### config.mk
export PLATFORM = sky130hd
export DESIGN_NAME = semaforo_controlador
export DESIGN_NICKNAME = d
export VERILOG_FILES = /design/src/rtl/semaforo_controlador.sv
export SDC_FILE = /design/constraint.sdc
export NUM_CORES = 1
export LEC_CHECK = 0
export CAP_MARGIN = 20
export CORE_MARGIN = 5
export CORE_UTILIZATION = 53
export DETAILED_ROUTE_END_ITERATION = 8
export PLACE_DENSITY = 0.78
export SLEW_MARGIN = 10
export SYNTH_ARGS = -nofsm -noshare
export SYNTH_HDL_FRONTEND = slang
export SYNTH_SLANG_ARGS = --single-unit
### constraint.sdc
create_clock -name clock -period 3.3 [get_ports clock]
set_clock_uncertainty 0.2 [all_clocks]
set_input_delay 0.825 -clock clock [delete_from_list [all_inputs] [get_ports clock]]
set_output_delay 0.825 -clock clock [all_outputs]
set_load 0.01 [all_outputs]
### src/rtl/semaforo_controlador.sv
// Three-approach traffic light controller: timed green/yellow phases with
// minimum/maximum green and round-robin service of the A/B/C vehicle sensors.
module semaforo_controlador #(
   parameter int unsigned T_VERDE_MIN = 4,
   parameter int unsigned T_VERDE_MAX = 8,
   parameter int unsigned T_AMARELO   = 2
) (
   input  logic       clock,
   input  logic       reset,
   input  logic [2:0] ABC,
   output logic       VDA,
   output logic       VAA,
   output logic       VMA,
   output logic       VDB,
   output logic       VAB,
   output logic       VMB,
   output logic       VDC,
   output logic       VAC,
   output logic       VMC,
   output logic [1:0] fase
);

   // Counter must also reach T_AMARELO-1 if yellow is configured longer than max green
   localparam int unsigned T_CMAX = (T_VERDE_MAX > T_AMARELO) ? T_VERDE_MAX : T_AMARELO;
   localparam int unsigned CW     = (T_CMAX > 1) ? $clog2(T_CMAX + 1) : 1;
   localparam int unsigned OW     = 11;

   localparam logic [CW-1:0] C_MIN = CW'(T_VERDE_MIN - 1);
   localparam logic [CW-1:0] C_MAX = CW'(T_VERDE_MAX - 1);
   localparam logic [CW-1:0] C_AM  = CW'(T_AMARELO - 1);

   localparam logic [1:0] AP_A = 2'd0;
   localparam logic [1:0] AP_B = 2'd1;
   localparam logic [1:0] AP_C = 2'd2;

   // State encoding is {approach, yellow}
   localparam logic [2:0] S_VERDE_A   = 3'b000;
   localparam logic [2:0] S_AMARELO_A = 3'b001;
   localparam logic [2:0] S_VERDE_B   = 3'b010;
   localparam logic [2:0] S_AMARELO_B = 3'b011;
   localparam logic [2:0] S_VERDE_C   = 3'b100;
   localparam logic [2:0] S_AMARELO_C = 3'b101;

   // Lamp vector {VDA,VAA,VMA, VDB,VAB,VMB, VDC,VAC,VMC, fase}
   localparam logic [OW-1:0] OUT_RST = {3'b100, 3'b001, 3'b001, 2'b00};

   logic [2:0]    r_state;
   logic [CW-1:0] r_cont;
   logic [1:0]    r_prox;
   logic [OW-1:0] r_out;

   logic [2:0]    w_next_state;
   logic [CW-1:0] w_next_cont;
   logic [1:0]    w_next_prox;
   logic [OW-1:0] w_next_out;
   logic [1:0]    w_srv;
   logic          w_own;
   logic          w_outros;
   logic [1:0]    w_rr;
   logic          w_exit;

   // Sensor view relative to the served approach and round-robin pick
   always_comb begin
      w_srv    = r_state[2:1];
      w_own    = 1'b0;
      w_outros = 1'b0;
      w_rr     = AP_A;
      case (w_srv)
         AP_A: begin
            w_own    = ABC[2];
            w_outros = ABC[1] | ABC[0];
            w_rr     = ABC[1] ? AP_B : AP_C;
         end
         AP_B: begin
            w_own    = ABC[1];
            w_outros = ABC[0] | ABC[2];
            w_rr     = ABC[0] ? AP_C : AP_A;
         end
         AP_C: begin
            w_own    = ABC[0];
            w_outros = ABC[2] | ABC[1];
            w_rr     = ABC[2] ? AP_A : AP_B;
         end
         default: begin
            w_own    = 1'b0;
            w_outros = 1'b0;
            w_rr     = AP_A;
         end
      endcase
      w_exit = (r_cont >= C_MIN) && w_outros && (!w_own || (r_cont >= C_MAX));
   end

   // Next-state logic
   always_comb begin
      w_next_state = r_state;
      w_next_cont  = r_cont;
      w_next_prox  = r_prox;
      case (r_state)
         S_VERDE_A, S_VERDE_B, S_VERDE_C: begin
            if (w_exit) begin
               w_next_state = {w_srv, 1'b1};
               w_next_cont  = '0;
               w_next_prox  = w_rr;
            end else if (r_cont < C_MAX) begin
               w_next_cont = r_cont + CW'(1);
            end
         end
         S_AMARELO_A, S_AMARELO_B, S_AMARELO_C: begin
            if (r_cont >= C_AM) begin
               w_next_state = (r_prox == 2'd3) ? S_VERDE_A : {r_prox, 1'b0};
               w_next_cont  = '0;
            end else begin
               w_next_cont = r_cont + CW'(1);
            end
         end
         default: begin
            w_next_state = S_VERDE_A;
            w_next_cont  = '0;
            w_next_prox  = AP_A;
         end
      endcase
   end

   // Moore lamp decode of the upcoming state, registered alongside it
   always_comb begin
      w_next_out = {3'b001, 3'b001, 3'b001, 2'b00};
      case (w_next_state[2:1])
         AP_A: begin
            w_next_out[10:8] = w_next_state[0] ? 3'b010 : 3'b100;
            w_next_out[1:0]  = AP_A;
         end
         AP_B: begin
            w_next_out[7:5] = w_next_state[0] ? 3'b010 : 3'b100;
            w_next_out[1:0] = AP_B;
         end
         AP_C: begin
            w_next_out[4:2] = w_next_state[0] ? 3'b010 : 3'b100;
            w_next_out[1:0] = AP_C;
         end
         default: w_next_out = OUT_RST;
      endcase
   end

   always_ff @(posedge clock) begin
      if (!reset) begin
         r_state <= S_VERDE_A;
         r_cont  <= '0;
         r_prox  <= AP_A;
         r_out   <= OUT_RST;
      end else begin
         r_state <= w_next_state;
         r_cont  <= w_next_cont;
         r_prox  <= w_next_prox;
         r_out   <= w_next_out;
      end
   end

   assign VDA  = r_out[10];
   assign VAA  = r_out[9];
   assign VMA  = r_out[8];
   assign VDB  = r_out[7];
   assign VAB  = r_out[6];
   assign VMB  = r_out[5];
   assign VDC  = r_out[4];
   assign VAC  = r_out[3];
   assign VMC  = r_out[2];
   assign fase = r_out[1:0];

endmodule

==> results of run 1 <==
flip-flops by register name, indices dropped and copies added, names as in the netlist:
name	flops
r_cont	4
r_prox	2
r_out	11
r_state	3
routing by layer:
metal  vias up  wire, microns  share of wire [%]
met1       433            963                 42
met3        12            108                4.7
met5         -              0                  0
li1        458              -                  -
met4         0             91                4.0
met2        31           1120                 49
critical path, stage by stage, from the launching register on:
cell and delay, ns:
dfxtp_1 0.47, inv_1 0.08, ha_1 0.19, nor4b_1 0.16, nand2b_1 0.20, or3b_2 0.47
a221oi_2 0.30, inv_1 0.12, ha_1 0.29, and2_1 0.14, nor2b_1 0.12, a31oi_1 0.13
power groups by stage:
stage / Sequential, W / Combinational (W) / Clock (W)
finish: 0.000268 / 0.0000954 / 0.000112
global route: 0.000272 / 0.000108 / 0.000126
CTS: 0.000268 / 0.0000959 / 0.000116
detailed placement: 0.000274 / 0.0000959 / 0
global placement: 0.000273 / 0.0000923 / 0
floorplan: 0.000271 / 0.0000701 / 0
per-stage QoR:
step	hold WS, ns	setup slack [ns]	utilization (%)	power [W]	instance area [sq um]
after global placement	0.312	0.381	66.5	0.000365	1320
after floorplan	0.278	0.509	-	0.000341	1120
after detailed placement	0.343	0.321	66.5	0.000370	1320
after CTS	0.358	0.354	67.7	0.000480	1340
final	0.355	0.357	67.7	0.000475	1340
after global routing	0.403	0.136	67.7	0.000506	1340
cell families (layout without fill, tap and decap cells):
| kind of cell | count (synthesis) | in the layout | synth area share [%] |
|---|---|---|---|
| buffers and inverters | 13 | 32 | 5.01 |
| flip-flops | 20 | 20 | 35.6 |
| multiplexers | 1 | 1 | 0.891 |
| AO/OA/AOI/OAI | 22 | 22 | 17.4 |
| AND/OR/NAND/NOR | 46 | 46 | 24.7 |
| XOR/XNOR | 1 | 1 | 0.780 |
| adder cells (fa/ha/maj) | 14 | 14 | 15.6 |
path summary, 6_finish.rpt:
kind / from / end / slack [ns] / cells past startpoint
worst max register to register: r_cont[0]$_SDFFE_PN0P_ / r_out[10]$_SDFF_PN1_ / 0.36 / 11
worst max-delay path: r_cont[0]$_SDFFE_PN0P_ / r_out[10]$_SDFF_PN1_ / 0.36 / 11
worst min register to register: r_prox[1]$_SDFFE_PN0P_ / r_prox[1]$_SDFFE_PN0P_ / 0.36 / 2
worst min-delay path: r_prox[1]$_SDFFE_PN0P_ / r_prox[1]$_SDFFE_PN0P_ / 0.36 / 2
cells in the mapped netlist, drive strengths merged (3+ instances only):
| master | number | share of area [%] |
|---|---|---|
| and2 | 7 | 3.9 |
| nor2 | 4 | 1.3 |
| nor3 | 3 | 1.3 |
| nor4b | 3 | 2.3 |
| nor2b | 3 | 1.7 |
| dfxtp | 20 | 36 |
| nand2 | 10 | 3.3 |
| inv | 10 | 3.3 |
| a22oi | 3 | 2.0 |
| ha | 14 | 16 |
layout make-up:
class | instances | share of cell area [%]
clock buffer | 3 | 1.68
tap | 27 | 2.52
multi-input combinational | 84 | 49.7
inverter | 10 | 2.80
sequential | 20 | 29.9
timing repair buffer | 19 | 13.4
cell usage in the layout (no fill, tap or decap), drive strengths merged, types with 2 or more instances in the layout:
master / instances
buf: 4
or3b: 2
clkdlybuf4s50: 15
a21oi: 2
o31a: 2
nor2: 4
nand2: 10
nor4b: 3
a221oi: 2
ha: 14
nand2b: 2
clkbuf: 3
or3: 2
inv: 10
and2: 7
and4: 2
nor3: 3
nor2b: 3
dfxtp: 20
nand3: 2
nor3b: 2
a22oi: 3
==> summary.txt, run 1 <==
Status
  • Status: completed

GRT
  • Initial antenna violation count: 0
  • GRT Max-Usage Layer: met2
  • Pin count of the biggest net entering global routing: 17
  • Vias in the first global route: slightly above 900
  • GRT met2 Usage: approximately 27%
  • M1 GR Usage: between 10% and 20%
  • First-pass GRT wire length: between 4000 and 5000 microns
  • GRT met3 Usage: roughly 4.2%
  • Grt total ovfl: 0
  • Tot GR Track Use: 16.3%

Synth
  • Syn_area_per_cell: between 9 and 10 sq um
  • Ys flop type: dfxtp_1
  • Flops & latches, synth: 20
  • Async set-reset flop share out of synthesis: 0%
  • Syn Std Cell Area: 0.00112 sq mm
  • Synth unique cells: 40
  • Post-synth EDFFs: 0
  • Mapped Cells: 117
  • Yosys warnings: 0
  • Part of the Yosys area used for sequential elements: 35.6%
  • Mapped Nets: approximately 140

CTS
  • # Post-CTS Setup Buffers: 0
  • Clock root buffer: clkbuf_4
  • H-tree levels: 1
  • Bufs on Longest Clock Path: 2
  • CTS clk-pin slew, worst paths: roughly 0.11 ns
  • Resized cells post-CTS: 0
  • Clk_lat worst skew: around 0.29 ns
  • Clock Sinks: 20
  • CTS Hold Buffers Added: 0
  • CTS buffer count: 3
  • CTS tree: done

Worst setup path
  • Worst setup SP type: register
  • Worst Path Class, Setup: register to register
  • Critical path peak fanout: 7
  • Worst path required time: about 3.3 ns
  • Arrival time worst endpoint: 2.97 ns
  • Crit end category: register

Detailed routing
  • Drc violations: 0
  • Final WL: 2290 microns
  • Starting DRC count in detailed routing: 37
  • Vias: approximately 930
  • Drt via density: around 5.7
  • WL/cell: between 10 and 15 microns
  • DRT Pass-1 Iters: 4
  • Antenna viol nets, final: 0

Die
  • Initial core utilization: between 50% and 60%
  • Total die area: around 0.0031 sq mm
  • Ports: 16
  • Die H: ~56 microns
  • Core ar.: just under 0.002 sq mm
  • Horiz. Die Dim: about 56 microns
  • Num rows: 16

Cells and area
  • Final Net Count: 157
  • Fill count: 160
  • Synth-to-Final Area Change: 19.4%
  • Multi-input combinational cell area: ~670 sq um
  • Register area: approximately 400 sq um
  • Final cell count without fillers: between 150 and 200
  • Diodes inserted: 0
  • Layout cells sized above 1: ~10%

Power and ir drop
  • Switching Share: roughly 27%
  • Clock power frac: approximately a quarter
  • Sw Pwr: roughly 0.00013 W
  • Leak: 0.545 nW
  • Power Density: about 350 mW/mm^2
  • VDD IR max: approximately 0.00045 V
  • Gate power share: between 20% and 30%
  • Internal: roughly 0.00035 W
  • Flop pwr share: between 50% and 60%

Place
  • Final HPWL DP: 1790 microns
  • Port Buffers: 15
  • Dpl cells: 160
  • Placer Congestion: about 0.84

Timing
  • Max-slew violations: 0
  • Fmax: roughly 340 MHz
  • Period utilization: between 80% and 90%
  • Slew margin rel.: about two thirds
  • Final hold viol count: 0
  • Worst-Margin Slew: between 0.5 and 0.6 ns
  • Unrepaired setup endpoints after global routing: no
  • Crit path time final: 2.94 ns
  • Final Setup Violations: 0
  • Setup TNS Final: 0 ns

Run
  • Max Cap Viol: 0

Worst hold path
  • Min-Delay Path Class: register to register
No activity file was read; power rests on OpenSTA's default activity.
==> inputs of run 2 (changes only) <==
- SLEW_MARGIN: 10 -> not set
==> results of run 2 <==
No change in the layout: final DEF, timing and power equal those of run 1.
==> inputs of run 3 (changes only) <==
- CORE_ASPECT_RATIO: not set -> 0.9
- CORE_UTILIZATION: 53 -> 48
- PLACE_DENSITY: 0.78 -> 0.74
- clock period: 3.3 -> 2.5 ns (I/O delays scaled with it)
==> run 3 against run 2 <==
Count of clock-buffer cells in the layout is 1 higher. Sequential power grew 32%. Routed wire length grew 7.5%. Maximum frequency increased by 19%. Sequential share of layout area fell by 3.9 points. Critical endpoint unchanged.
==> summary.txt, run 3 (synthesis gave the netlist of run 1 again) <==
Power and ir drop
  • Gate power share: approximately 28%
  • Power Density: 477 mW/mm^2
  • Leak: ~0.66 nW
  • Clock power frac: around 25%
  • Flop pwr share: a little under half
  • Internal: 0.000551 W
  • VDD IR max: approximately 0.00042 V
  • Switching Share: between 20% and 30%
  • Sw Pwr: about 0.00019 W
  • Power, Total: approximately 0.00075 W

GRT
  • First-pass GRT wire length: 4110 microns
  • Vias in the first global route: just under 900
  • Pin count of the biggest net entering global routing: 17
  • Initial antenna violation count: 0
  • Grt total ovfl: 0
  • Tot GR Track Use: ~16%

CTS
  • Clock root buffer: clkbuf_4
  • CTS buffer count: 3
  • CTS clk-pin slew, worst paths: between 0.1 and 0.15 ns
  • H-tree levels: 1
  • CTS tree: done
  • Bufs on Longest Clock Path: 2
  • Clk_lat worst skew: around 0.29 ns
  • Clock Sinks: 20
  • CTS Hold Buffers Added: 0

Cells and area
  • Diodes inserted: 0
  • Final Net Count: between 150 and 200
  • Most common library cell in the layout ignoring fill and taps: buf_4
  • Layout cells sized above 1: 28.9%
  • Register area: 405 sq um
  • Most flops, register: r_out
  • Commonest cells after routing, fill and taps aside: buf_4 (19), dfxtp_1 (18), clkdlybuf4s50_1 (14)
  • Top flop regs: r_out (11), r_cont (4), r_state (3)
  • Fill count: around 160
  • Multi-input combinational cell area: 752 sq um
  • Flip-flop count of the largest register after layout: 11
  • Synth-to-Final Area Change: 39.1%

Timing
  • Worst-Margin Slew: roughly 0.56 ns
  • Unrepaired setup endpoints after global routing: yes
  • Period utilization: between 90% and 100%
  • Crit path time final: approximately 2.5 ns
  • Max-slew violations: 0
  • Final Setup Violations: 0
  • Setup TNS Final: 0 ns
  • Final hold viol count: 0
  • Slew margin rel.: 62.8%
  • Hold Slack: 0.354 ns
  • Fmax: around 400 MHz

Detailed routing
  • WL/cell: 13.7 microns
  • Drc violations: 0
  • Final WL: 2460 microns
  • Vias: between 900 and 1,000
  • Starting DRC count in detailed routing: 45
  • Drt via density: 5.46
  • Antenna viol nets, final: 0
  • DRT Pass-1 Iters: 4

Worst setup path
  • Arrival time worst endpoint: between 2 and 3 ns
  • R2R cell count: 12
  • Flop-to-flop setup slack: between 0.02 and 0.025 ns
  • Worst path required time: roughly 2.5 ns
  • CP max stage delay: 0.35 ns
  • Top cell by count, worst path: inv_2
  • Worst R2R End: r_out[10]$_SDFF_PN1_
  • Critical path peak fanout: 3
  • R2r startpoint: r_cont[1]$_SDFFE_PN0P_
  • CP Cell Sequence: inv_2, ha_2, nor4b_4, nand2b_4, buf_4, nand2_2, a221oi_4, inv_2, ha_4, and2_4, nor2b_1, a31oi_1
  • Worst setup SP type: register
  • Worst path slowest cell: dfxtp_2
  • Crit end category: register
  • Worst Path Class, Setup: register to register

Place
  • Placer Congestion: about 0.79
  • Final HPWL DP: approximately 1900 microns
  • Port Buffers: 15

Status
  • Status: completed

Die
  • Die H: about 56 microns
  • Ports: 16
  • Core ar.: about 0.0022 sq mm
  • Total die area: about 0.0034 sq mm
  • Horiz. Die Dim: roughly 61 microns
  • Initial core utilization: 51.0%
  • Num rows: 16

Worst hold path
  • Min-Delay Path Class: register to register
  • Worst hold start: r_prox[0]$_SDFFE_PN0P_
  • Hold path endpoint: r_prox[0]$_SDFFE_PN0P_
  • WHS Path Cells: 2

Run
  • Max Cap Viol: 0
## run 3: timing repair
action,in CTS,in global routing
setup endpoints to repair,1,6
resized for setup,5,4
buffers inserted,3,2
pin swaps,4,8
## run 3: per-stage QoR
stage	area [sq um]	std cells	util (%)	worst slack, ns
after floorplan	1180	117	-	0.00347
after global placement	1450	170	65.9	-0.188
after detailed placement	1450	170	65.9	-0.260
after CTS	1540	177	69.8	0.0100
after global routing	1560	179	71.0	-0.0530
final	1560	179	71.0	0.0206
## run 3: critical path: cells and delay by family, from the launching register on
family          cells  cell delay [ns]
simple gates        5             0.77
fa+ha+maj           2             0.42
compound gates      2             0.41
flops               1             0.35
buf+inv             3             0.26
## run 3: area by class of cell
cell class / instances / share of cell area (%)
inverter: 10 / 2.56
clock buffer: 4 / 2.32
sequential: 20 / 25.9
tap: 27 / 2.16
multi-input combinational: 84 / 48.1
timing repair buffer: 34 / 18.9
## run 3: worst max-delay path by stage
stage | start | to | slack [ns] | cells after the start
global placement | ABC[1] | r_out[9]$_SDFF_PN0_ | -0.19 | 6
global route | r_cont[0]$_SDFFE_PN0P_ | r_out[10]$_SDFF_PN1_ | -0.05 | 11
floorplan | r_cont[0]$_SDFFE_PN0P_ | r_out[10]$_SDFF_PN1_ | 0.003 | 11
finish | r_cont[1]$_SDFFE_PN0P_ | r_out[10]$_SDFF_PN1_ | 0.02 | 12
CTS | r_cont[0]$_SDFFE_PN0P_ | r_out[10]$_SDFF_PN1_ | 0.01 | 11
detailed placement | ABC[1] | r_out[9]$_SDFF_PN0_ | -0.26 | 6
## run 3: power by group through the flow
stage	combinational, W	sequential [W]	clock [W]
floorplan	0.000112	0.000363	0
global placement	0.000168	0.000358	0
detailed placement	0.000174	0.000358	0
CTS	0.000193	0.000351	0.000191
global route	0.000229	0.000354	0.000204
finish	0.000209	0.000353	0.000185
## run 3: routing by layer
metal	GRT usage [%]	up-vias	wire, microns	share of wire (%)
met5	0	-	0	0
met4	3.41	0	30	1.2
met3	4.64	4	91	3.7
met2	25.5	22	1200	49
met1	20.0	456	1140	46
li1	-	495	-	-
